`src/rtl/ram_bist_sequencer_if.sv`:
```
// ---------------------------------------------------------------------------
// ram_bist_sequencer_if
// Write/read port bundle between the BIST sequencer and one RAM macro.
//
// Signals:
//   ram_wa_o       write address
//   ram_wd_o       write data
//   ram_wen_o      byte write enables, active high
//   ram_wclk_en_o  write clock enable
//   ram_ra_o       read address
//   ram_rclk_en_o  read clock enable
//   ram_rd_i       read data returned by the RAM
//
// Modports:
//   master  sequencer side (drives address/data/enables, receives read data)
//   slave   RAM side
// ---------------------------------------------------------------------------
interface ram_bist_sequencer_if #(
   parameter int ADDR_W = 9
);
   logic [ADDR_W-1:0] ram_wa_o;
   logic [15:0]       ram_wd_o;
   logic [1:0]        ram_wen_o;
   logic              ram_wclk_en_o;
   logic [ADDR_W-1:0] ram_ra_o;
   logic              ram_rclk_en_o;
   logic [15:0]       ram_rd_i;

   modport master (
      output ram_wa_o,
      output ram_wd_o,
      output ram_wen_o,
      output ram_wclk_en_o,
      output ram_ra_o,
      output ram_rclk_en_o,
      input  ram_rd_i
   );

   modport slave (
      input  ram_wa_o,
      input  ram_wd_o,
      input  ram_wen_o,
      input  ram_wclk_en_o,
      input  ram_ra_o,
      input  ram_rclk_en_o,
      output ram_rd_i
   );
endinterface

```
`src/rtl/ram_bist_sequencer.sv`:
```
// ---------------------------------------------------------------------------
// ram_bist_sequencer
// Deterministic write/read-back test sequencer for one 2^DEPTH_LOG2 x 16 RAM.
// A full-depth write pass with a selectable data pattern is followed by a
// full-depth read pass; every read word is compared against the pattern and
// the run reports pass/fail, error count and first failing address.
//
// Parameters:
//   RD_LAT      RAM read latency in cycles (1 or 2)
//   DEPTH_LOG2  address width
//
// Ports:
//   WBs_CLK_i        sole clock (RAM WClk/RClk share it)
//   WBs_RST_n_i      asynchronous active-low reset
//   start_i          start request, honoured in IDLE only
//   abort_i          terminates a run, wins over start_i
//   pattern_sel_i    0: addr, 1: ~addr, 2: 5555/AAAA checkerboard, 3: seed+addr
//   seed_i           base for pattern 3, latched at start
//   inject_i         (RAM_BIST_ERR_INJECT_EN only) flip bit 0 of the last word
//   ram              RAM port bundle (master modport)
//   busy_o           run in progress
//   done_o           one-cycle completion pulse
//   pass_o           last completed run had zero errors
//   err_cnt_o        mismatches in the current/last run
//   first_err_adr_o  address of the first mismatch, 0 if none
//
// Optional feature macro: RAM_BIST_ERR_INJECT_EN
// ---------------------------------------------------------------------------
module ram_bist_sequencer #(
   parameter int RD_LAT     = 1,
   parameter int DEPTH_LOG2 = 9
) (
   input  logic                    WBs_CLK_i,
   input  logic                    WBs_RST_n_i,
   input  logic                    start_i,
   input  logic                    abort_i,
   input  logic [1:0]              pattern_sel_i,
   input  logic [15:0]             seed_i,
`ifdef RAM_BIST_ERR_INJECT_EN
   input  logic                    inject_i,
`endif
   ram_bist_sequencer_if.master    ram,
   output logic                    busy_o,
   output logic                    done_o,
   output logic                    pass_o,
   output logic [DEPTH_LOG2:0]     err_cnt_o,
   output logic [DEPTH_LOG2-1:0]   first_err_adr_o
);

   localparam int                ADR_W    = DEPTH_LOG2;
   localparam logic [ADR_W-1:0]  LAST_ADR = {ADR_W{1'b1}};

   typedef enum logic [2:0] {
      S_IDLE  = 3'd0,
      S_WRITE = 3'd1,
      S_READ  = 3'd2,
      S_DRAIN = 3'd3,
      S_DONE  = 3'd4
   } state_t;

   state_t                         state_r;
   logic [ADR_W-1:0]               adr_r;
   logic [1:0]                     drain_cnt_r;
   logic [1:0]                     pat_sel_r;
   logic [15:0]                    seed_r;
`ifdef RAM_BIST_ERR_INJECT_EN
   logic                           inject_r;
`endif

   // Expected-data pipeline aligned to the RAM read latency
   logic [RD_LAT-1:0]              sr_vld_r;
   logic [RD_LAT-1:0][15:0]        sr_exp_r;
   logic [RD_LAT-1:0][ADR_W-1:0]   sr_adr_r;

   logic [1:0]                     sel_s;
   logic [15:0]                    seed_s;
   logic                           inj_flip_s;
   logic [ADR_W-1:0]               adr_nxt_s;
   logic [15:0]                    wd_nxt_s;
   logic                           cmp_err_s;
   logic [DEPTH_LOG2:0]            err_cnt_nxt_s;

   function automatic logic [15:0] pattern_f(input logic [1:0]       sel,
                                             input logic [15:0]      seed,
                                             input logic [ADR_W-1:0] adr);
      logic [15:0] adr_ext;
      adr_ext = 16'(adr);
      case (sel)
         2'd0:    pattern_f = adr_ext;
         2'd1:    pattern_f = ~adr_ext;
         2'd2:    pattern_f = adr[0] ? 16'hAAAA : 16'h5555;
         2'd3:    pattern_f = seed + adr_ext;
         default: pattern_f = adr_ext;
      endcase
   endfunction

   // Next write word: in IDLE the first word is built from the live inputs,
   // since the latched copies only become valid on the start edge
   always_comb begin
      if (state_r == S_IDLE) begin
         sel_s     = pattern_sel_i;
         seed_s    = seed_i;
         adr_nxt_s = '0;
      end else begin
         sel_s     = pat_sel_r;
         seed_s    = seed_r;
         adr_nxt_s = adr_r + ADR_W'(1);
      end
`ifdef RAM_BIST_ERR_INJECT_EN
      if (state_r == S_IDLE) begin
         inj_flip_s = inject_i & (adr_nxt_s == LAST_ADR);
      end else begin
         inj_flip_s = inject_r & (adr_nxt_s == LAST_ADR);
      end
`else
      inj_flip_s = 1'b0;
`endif
      wd_nxt_s = pattern_f(sel_s, seed_s, adr_nxt_s) ^ {15'd0, inj_flip_s};
   end

   // Compare at the pipeline tail and the error count it would produce
   always_comb begin
      if (sr_vld_r[RD_LAT-1] && (ram.ram_rd_i != sr_exp_r[RD_LAT-1])) begin
         cmp_err_s = 1'b1;
      end else begin
         cmp_err_s = 1'b0;
      end
      err_cnt_nxt_s = err_cnt_o + {{DEPTH_LOG2{1'b0}}, cmp_err_s};
   end

   // Sequencer FSM, registered RAM drive, compare pipeline and result registers
   always_ff @(posedge WBs_CLK_i or negedge WBs_RST_n_i) begin
      if (!WBs_RST_n_i) begin
         state_r           <= S_IDLE;
         adr_r             <= '0;
         drain_cnt_r       <= 2'd0;
         pat_sel_r         <= 2'd0;
         seed_r            <= 16'd0;
`ifdef RAM_BIST_ERR_INJECT_EN
         inject_r          <= 1'b0;
`endif
         sr_vld_r          <= '0;
         sr_exp_r          <= '0;
         sr_adr_r          <= '0;
         ram.ram_wa_o      <= '0;
         ram.ram_wd_o      <= 16'd0;
         ram.ram_wen_o     <= 2'b00;
         ram.ram_wclk_en_o <= 1'b0;
         ram.ram_ra_o      <= '0;
         ram.ram_rclk_en_o <= 1'b0;
         busy_o            <= 1'b0;
         done_o            <= 1'b0;
         pass_o            <= 1'b0;
         err_cnt_o         <= '0;
         first_err_adr_o   <= '0;
      end else if ((state_r != S_IDLE) && abort_i) begin
         // Abort: drop enables, flush in-flight compares, keep partial results
         state_r           <= S_IDLE;
         ram.ram_wen_o     <= 2'b00;
         ram.ram_wclk_en_o <= 1'b0;
         ram.ram_rclk_en_o <= 1'b0;
         busy_o            <= 1'b0;
         done_o            <= 1'b0;
         sr_vld_r          <= '0;
      end else begin
         // Expected word enters the pipeline while its address is on the port
         sr_vld_r[0] <= (state_r == S_READ);
         sr_exp_r[0] <= pattern_f(pat_sel_r, seed_r, adr_r);
         sr_adr_r[0] <= adr_r;
         for (int i = 1; i < RD_LAT; i++) begin
            sr_vld_r[i] <= sr_vld_r[i-1];
            sr_exp_r[i] <= sr_exp_r[i-1];
            sr_adr_r[i] <= sr_adr_r[i-1];
         end

         if (cmp_err_s) begin
            err_cnt_o <= err_cnt_nxt_s;
            if (err_cnt_o == '0) begin
               first_err_adr_o <= sr_adr_r[RD_LAT-1];
            end
         end

         case (state_r)
            S_IDLE: begin
               done_o <= 1'b0;
               if (start_i && !abort_i) begin
                  pat_sel_r         <= pattern_sel_i;
                  seed_r            <= seed_i;
`ifdef RAM_BIST_ERR_INJECT_EN
                  inject_r          <= inject_i;
`endif
                  err_cnt_o         <= '0;
                  first_err_adr_o   <= '0;
                  pass_o            <= 1'b0;
                  adr_r             <= '0;
                  ram.ram_wa_o      <= '0;
                  ram.ram_wd_o      <= wd_nxt_s;
                  ram.ram_wen_o     <= 2'b11;
                  ram.ram_wclk_en_o <= 1'b1;
                  busy_o            <= 1'b1;
                  state_r           <= S_WRITE;
               end
            end
            S_WRITE: begin
               if (adr_r == LAST_ADR) begin
                  adr_r             <= '0;
                  ram.ram_wen_o     <= 2'b00;
                  ram.ram_wclk_en_o <= 1'b0;
                  ram.ram_ra_o      <= '0;
                  ram.ram_rclk_en_o <= 1'b1;
                  state_r           <= S_READ;
               end else begin
                  adr_r        <= adr_nxt_s;
                  ram.ram_wa_o <= adr_nxt_s;
                  ram.ram_wd_o <= wd_nxt_s;
               end
            end
            S_READ: begin
               if (adr_r == LAST_ADR) begin
                  ram.ram_rclk_en_o <= 1'b0;
                  drain_cnt_r       <= 2'(RD_LAT - 1);
                  state_r           <= S_DRAIN;
               end else begin
                  adr_r        <= adr_nxt_s;
                  ram.ram_ra_o <= adr_nxt_s;
               end
            end
            S_DRAIN: begin
               if (drain_cnt_r == 2'd0) begin
                  // The final compare lands on this edge, so judge on the next count
                  done_o  <= 1'b1;
                  pass_o  <= (err_cnt_nxt_s == '0);
                  state_r <= S_DONE;
               end else begin
                  drain_cnt_r <= drain_cnt_r - 2'd1;
               end
            end
            S_DONE: begin
               done_o  <= 1'b0;
               busy_o  <= 1'b0;
               state_r <= S_IDLE;
            end
            default: begin
               ram.ram_wen_o     <= 2'b00;
               ram.ram_wclk_en_o <= 1'b0;
               ram.ram_rclk_en_o <= 1'b0;
               busy_o            <= 1'b0;
               done_o            <= 1'b0;
               state_r           <= S_IDLE;
            end
         endcase
      end
   end

endmodule

```
`src/flat_wrapper.sv`:
```
// flat-port wrapper written by rule: the top's interface ports become plain ports
module ram_bist_sequencer_flat 
#(
   parameter int RD_LAT     = 1,
   parameter int DEPTH_LOG2 = 9
)
  (WBs_CLK_i, WBs_RST_n_i, start_i, abort_i, pattern_sel_i, seed_i, busy_o, done_o, pass_o, err_cnt_o, first_err_adr_o, ram_ram_wa_o, ram_ram_wd_o, ram_ram_wen_o, ram_ram_wclk_en_o, ram_ram_ra_o, ram_ram_rclk_en_o, ram_ram_rd_i);
  ram_bist_sequencer_if #(.ADDR_W(9)) ram_i ();
  input  logic WBs_CLK_i;
  input  logic WBs_RST_n_i;
  input  logic start_i;
  input  logic abort_i;
  input  logic [1:0] pattern_sel_i;
  input  logic [15:0] seed_i;
  output logic busy_o;
  output logic done_o;
  output logic pass_o;
  output logic [DEPTH_LOG2:0] err_cnt_o;
  output logic [DEPTH_LOG2-1:0] first_err_adr_o;
  output wire logic [$bits(ram_i.ram_wa_o)-1:0] ram_ram_wa_o;
  output wire logic [$bits(ram_i.ram_wd_o)-1:0] ram_ram_wd_o;
  output wire logic [$bits(ram_i.ram_wen_o)-1:0] ram_ram_wen_o;
  output wire logic [$bits(ram_i.ram_wclk_en_o)-1:0] ram_ram_wclk_en_o;
  output wire logic [$bits(ram_i.ram_ra_o)-1:0] ram_ram_ra_o;
  output wire logic [$bits(ram_i.ram_rclk_en_o)-1:0] ram_ram_rclk_en_o;
  input wire logic [$bits(ram_i.ram_rd_i)-1:0] ram_ram_rd_i;
  assign ram_ram_wa_o = ram_i.ram_wa_o;
  assign ram_ram_wd_o = ram_i.ram_wd_o;
  assign ram_ram_wen_o = ram_i.ram_wen_o;
  assign ram_ram_wclk_en_o = ram_i.ram_wclk_en_o;
  assign ram_ram_ra_o = ram_i.ram_ra_o;
  assign ram_ram_rclk_en_o = ram_i.ram_rclk_en_o;
  assign ram_i.ram_rd_i = ram_ram_rd_i;
  ram_bist_sequencer #(.RD_LAT(RD_LAT), .DEPTH_LOG2(DEPTH_LOG2)) u_core (.WBs_CLK_i(WBs_CLK_i), .WBs_RST_n_i(WBs_RST_n_i), .start_i(start_i), .abort_i(abort_i), .pattern_sel_i(pattern_sel_i), .seed_i(seed_i), .ram(ram_i), .busy_o(busy_o), .done_o(done_o), .pass_o(pass_o), .err_cnt_o(err_cnt_o), .first_err_adr_o(first_err_adr_o));
endmodule
```
`config.mk`:
```
export PLATFORM = sky130hd
export DESIGN_NAME = ram_bist_sequencer_flat
export DESIGN_NICKNAME = d
export VERILOG_FILES = /design/src/rtl/ram_bist_sequencer_if.sv /design/src/rtl/ram_bist_sequencer.sv /design/src/flat_wrapper.sv
export SDC_FILE = /design/constraint.sdc
export NUM_CORES = 1
export LEC_CHECK = 0
export BUFFER_PORTS_ARGS = -buffer_cell sky130_fd_sc_hd__buf_4
export CAP_MARGIN = 30
export CORE_UTILIZATION = 38
export CTS_CLUSTER_DIAMETER = 80
export DETAILED_ROUTE_END_ITERATION = 10
export PLACE_DENSITY = 0.57
export SKIP_CTS_REPAIR_TIMING = 1
export SYNTH_ARGS = -nofsm -noshare
export SYNTH_HDL_FRONTEND = slang
export SYNTH_SLANG_ARGS = --single-unit
```
`constraint.sdc`:
```
create_clock -name WBs_CLK_i -period 8.2 [get_ports WBs_CLK_i]
set_input_delay 1.23 -clock WBs_CLK_i [delete_from_list [all_inputs] [get_ports WBs_CLK_i]]
set_output_delay 1.23 -clock WBs_CLK_i [all_outputs]
set_load 0.02 [all_outputs]
```
* Word-level counts from Yosys, hierarchy flattened
Index checks and enable logic that the tools add are counted.
Operators by class: add/subtract/negate cells 5, mux-type cells 53, eq/ne operators 27, bitwise operators 3, reductions and logical operators 31
Operators by type and width (number):
- 16-bit case mux with 4 select lines | 2
- 9-bit two-way mux | 9
- 16-bit two-way mux | 5
- 9-bit case mux with 2 select lines | 2
- 16-bit by 9-bit adder with 16-bit output | 2
- 9-bit inverter with 16-bit output | 2
- 16-bit case mux with 2 select lines | 1
- 10-bit two-way mux | 3
- 9-bit case mux with 3 select lines | 1
- 4-bit AND reduction | 6
- 10-bit logical NOT | 2
- 16-bit != test | 1
- 3-bit two-way mux | 5
- 1-bit two-way mux | 12
- 2-bit by 1-bit != test with 1-bit output (second input constant) | 6
- 3-bit case mux with 4 select lines | 1
- 10-bit by 1-bit adder with 10-bit output | 1
- 2-bit two-way mux | 5
- 2-bit != test (second input constant) | 5
- 9-bit by 1-bit adder with 9-bit output (second input constant) | 1
- 9-bit == test (second input constant) | 1
- 3-bit AND reduction | 3
- 3-bit OR reduction | 3
- 2-bit == test (second input constant) | 4
- 21 further kinds | 36
Word-level totals: register bits after elaboration 118, output and inout port bits 60, word-level logic and storage cells 138

* Logic depth before layout (Yosys ltp)
depth in word-level cells 7, gate-level depth with buffers 15, mapped depth without buffers 12

* Least setup slack after synthesis
Ideal clock, no wire load.
kind input -> register, start point input port ram_ram_rd_i[13], end point register u_core.pass_o, stages 13, arrival 3.754 ns, data required time 8.124 ns, setup time 0.076 ns, slack 4.370 ns, cell sequence xnor2_1 nand4_1 o41ai_2 clkbuf_1 inv_1 ha_1 ha_1 nand4_1 nand2_1 o21ai_0 a31oi_1 or4_1 o21ai_1
On the way: cells in the longest elaborated chain, start to end 7
Ends and longest elaborated chain:
- start, declared | RTL line flat_wrapper.sv:26 | input wire logic [$bits(ram_i.ram_rd_i)-1:0] ram_ram_rd_i;
- 16-bit != test | RTL line ram_bist_sequencer.sv:123 | if (sr_vld_r[RD_LAT-1] && (ram.ram_rd_i != sr_exp_r[RD_LAT-1])) begin
- 1-bit logical AND | RTL line ram_bist_sequencer.sv:123
- 1-bit two-way mux | RTL line ram_bist_sequencer.sv:123
- 10-bit by 1-bit adder with 10-bit output | RTL line ram_bist_sequencer.sv:128 | err_cnt_nxt_s = err_cnt_o + {{DEPTH_LOG2{1'b0}}, cmp_err_s};
- 10-bit logical NOT | RTL line ram_bist_sequencer.sv:232 | pass_o <= (err_cnt_nxt_s == '0);
- 1-bit two-way mux | RTL line ram_bist_sequencer.sv:229 | if (drain_cnt_r == 2'd0) begin
- 1-bit case mux with 2 select lines | RTL line ram_bist_sequencer.sv:183 | case (state_r)
- end signal, assigned | RTL line ram_bist_sequencer.sv:232
- end, declared | RTL line ram_bist_sequencer.sv:45 | output logic pass_o,
Every way passes these cells. The select of a mux whose other input is x is not followed. A chain may end at the register's enable or synchronous reset.

* Final worst setup path
start point register u_core.adr_r[0], end point register u_core.ram.ram_wd_o[9]
On the way: cells in the longest elaborated chain, start to end 6, elaborated cells on any way between the ends 11
Ends and longest elaborated chain:
- start, declared | RTL line ram_bist_sequencer.sv:62 | logic [ADR_W-1:0] adr_r;
- start signal, assigned | RTL line ram_bist_sequencer.sv:213 | adr_r <= adr_nxt_s;
- start signal, assigned | RTL line ram_bist_sequencer.sv:224 | adr_r <= adr_nxt_s;
- 9-bit by 1-bit adder with 9-bit output | RTL line ram_bist_sequencer.sv:107 | adr_nxt_s = adr_r + ADR_W'(1);
- 9-bit two-way mux | RTL line ram_bist_sequencer.sv:100 | if (state_r == S_IDLE) begin
- 16-bit by 9-bit adder with 16-bit output or 16-bit two-way mux (tied branches) | RTL line ram_bist_sequencer.sv:92, ram_bist_sequencer.sv:91
- 16-bit case mux with 4 select lines | RTL line ram_bist_sequencer.sv:88 | case (sel)
- 16-bit two-way mux, on equally long branches | RTL line ram_bist_sequencer.sv:205, ram_bist_sequencer.sv:186
- 16-bit case mux with 2 select lines | RTL line ram_bist_sequencer.sv:183
- end signal, assigned | RTL line ram_bist_sequencer.sv:197 | ram.ram_wd_o <= wd_nxt_s;
- end signal, assigned | RTL line ram_bist_sequencer.sv:215 | ram.ram_wd_o <= wd_nxt_s;
- end, declared | RTL line ram_bist_sequencer_if.sv:31 | output ram_wd_o,
Parallel ways exist; a longest one is shown, timed or not. The select of a mux whose other input is x is not followed.

==> results_dict.tcl <==
set metrics [dict create \
    clk-insertion-delay-late_ns 0.43 \
    tritoncts.num_buffers 17 \
    synth_area_leader_cell "dfrtp_1" \
    post-route-period-util_pct 51.3 \
    crit_path_end_kind "flip-flop" \
    die_area_um2 20200 \
    crit_type "reg2reg" \
    place_hpwl_mm 15.2 \
    design_power_total_mw 1.87 \
    timing.rr.end "u_core.ram.ram_wd_o[9]" \
    antenna_violating_nets_post_route 0 \
    tritoncts_clock_tree "yes" \
    number_of_endpoints_failing_setup_at_the_final_stage 0 \
    die_h_um 142 \
    power_leakage_nw 4.02 \
    post_drt_wl_per_cell_um 17.2 \
    avgViaCountPerCell 5.44 \
    synth-seq-area-share_pct 38.9 \
    synthDominantCellAreaShare_pct 38.9 \
    postSynth.topFlopCell "dfrtp_1" \
    place_worst_setup_slack_ns 4.03 \
    finalHoldWorstSlack_ns 0.466 \
    reg2reg_setup_slack_ns 3.99 \
    initial_core_utilization_pct 39.3 \
    hold_viol 0 \
    detailed_place.area_um2 8340 \
    syn-instance-count 900 \
    maximum_fanout_count_along_the_critical_path 17 \
    synthDistinctLibCells 69 \
    min-delay-start "u_core.sr_adr_r[6]" \
    peakVddDrop_mv 0.141 \
    synth_area_per_inst_um2 8.28 \
    cts.sink_count 116 \
    design.final.nets 1032 \
    worstHoldPathType "reg2reg" \
    final_worst_setup_slack_ns 3.99 \
    port_buffers 97 \
    postSynthNetCount 963 \
    critical_path.startpoint "u_core.adr_r[0]" \
    via_count 6762 \
    cts_root_buf "clkbuf_16" \
    grt.overflow.total 0 \
    cts.reportedPaths.clkPinSlew_ns 0.06 \
    timing.hold.worst_endpoint "u_core.sr_adr_r[6]" \
    grt_pass1_vias 6371 \
    worst_hold_path.num_cells 2 \
    die_w_um 142 \
    max_clock_freq_ghz 0.238 \
    yosys_warnings 0 \
    synth_edf_count 0 \
    regToRegStartpoint "u_core.adr_r[0]" \
    synth-seq-cells 116 \
    power-per-cell-area_nw_per_um2 210 \
    worst_clk_skew_ns 0.00948 \
    min_period_ns 4.21 \
    ctsHtreeMaxLevel 4 \
    slew_viol_final 0 \
    drt_drc_violations_left 0 \
    io_pins 98 \
    required_arrival_time_at_the_worst_endpoint_ns 8.55 \
    cap_viol_max_count 0 \
    worst_reg2reg_path_length_in_cells 11 \
    grt_setup_unrepaired "false" \
    cp-start-kind "flip-flop" \
    slew_headroom_pct 40.5 \
    critPathArrivalTime_ns 4.56 \
    worst_pin_slew_ns 0.893 \
    grt_pass1_wl_mm 34.7 \
    drt-total-wl_mm 21.3 \
    grt_start_max_net_pins 72 \
    globalplace.congestion 0.872 \
    grt_use_total_pct 22.2 \
    design_area_um2 8910 \
    setup_total_negative_slack_ns 0 \
    synthArstFlopShare_pct 100 \
    mapped_area_um2 7450 \
    ctsLongestPathBuffers 2 \
    fp-row-count 50 \
    dr.pass1.iters 5 \
    share_of_final_layout_standard_cells_stronger_than_drive_strength_1_pct 16.3 \
    drt_iter0_markers 477 \
    outcome "completed" \
    grt_antenna_before_repair 0 \
    post_synth_main_area_contributors "dfrtp_1 (39%), nand2_1 (9.6%), xnor2_1 (4.7%)" \
    coreArea_um2 19000 \
    area_delta_synth_final_pct 19.5 \
    antenna_diode_count 0 \
]
## cell families (layout without fill, tap and decap cells)
group           count (synthesis)  after routing  synth area share [%]
simple gates                  380            380                  23.1
compound gates                241            241                  21.5
flops                         116            116                  38.9
buf+inv                        74            156                  4.26
xor+xnor                       47             47                  5.52
fa+ha+maj                      25             25                  4.40
mux                            17             17                  2.35
## final cells by class
| class | instances | area [um2] |
|---|---|---|
| Inverter | 16 | 60.1 |
| Sequential cell | 116 | 2900 |
| Clock buffer | 18 | 439 |
| Multi-Input combinational cell | 710 | 4240 |
| Tap cell | 260 | 325 |
| Fill cell | 1873 | 10000 |
| Timing Repair Buffer | 108 | 811 |
| Clock inverter | 14 | 126 |
## metrics by stage
| step | util (%) | std cells |
|---|---|---|
| final | 47.0 | 1242 |
| after global routing | 47.0 | 1242 |
| after CTS | 47.0 | 1242 |
| after detailed placement | 44.0 | 1210 |
| after global placement | 44.0 | 1210 |
| after floorplan | - | 900 |
## how the worst max path moves through the flow
stage,end,depth (start not counted)
after floorplan,u_core.pass_o,13
after global placement,u_core.pass_o,14
after detailed placement,u_core.ram.ram_wd_o[9],11
after CTS,u_core.ram.ram_wd_o[9],11
after global routing,u_core.ram.ram_wd_o[9],11
final,u_core.ram.ram_wd_o[9],11
## layout by cell type (no fill, tap or decap), types with 20 or more instances in the layout
cell type  synthesis  final
nand2_1          191    191
o21ai_1           24     24
nor3_1            20     20
xnor2_1           40     40
a21oi_1           43     43
buf_4              2    108
dfrtp_1          116    116
o21ai_0           51     51
ha_1              23     23
nand3_1           30     30
nor2_1            69     68
## synth_stat cells, drive strengths merged (7+ instances only)
master / number
nor4: 7
buf: 20
nand2: 191
a31oi: 16
xor2: 7
a22o: 17
inv: 16
mux2i: 13
o21a: 8
nor3: 22
nor2b: 10
a21o: 10
xnor2: 40
a21oi: 44
a211oi: 12
nor2: 69
o21ai: 75
nand4: 11
o31ai: 10
or3: 10
dfrtp: 116
clkbuf: 38
nand3: 31
ha: 23
## registers in the layout, indices dropped and copies added, names as in the netlist, 10 cells and up
register / flops
u_core.ram.ram_wd_o: 16
u_core.seed_r: 16
u_core.sr_exp_r: 16
u_core.err_cnt_o: 10
## metal layers
metal  wire (um)  global-route usage [%]  share of wire [%]  vias up
met5           0                       0                  0        -
met4         315                    7.53                1.5        0
met3        1150                    4.04                5.4       23
met2        9140                    32.3                 43      207
met1       10700                    32.7                 50     3185
li1            -                       -                  -     3347
## worst max-delay path: stages, from the launching register on
cell and delay (ns):
dfrtp_1 0.81, ha_1 0.37, nand3_2 0.17, or3_1 0.39
a21oi_1 0.46, ha_1 0.36, a21o_1 0.22, nor2_1 0.22
a21boi_0 0.37, a311oi_4 0.11, or4_1 0.50, a31oi_1 0.17
## report_power, final
part	internal [mW]	switching [mW]	total [mW]	leakage [nW]
clock network	0.426	0.292	0.718	0.266
logic	0.179	0.248	0.427	2.24
registers	0.642	0.0797	0.722	1.51
Power figures use the tool's default switching activity.
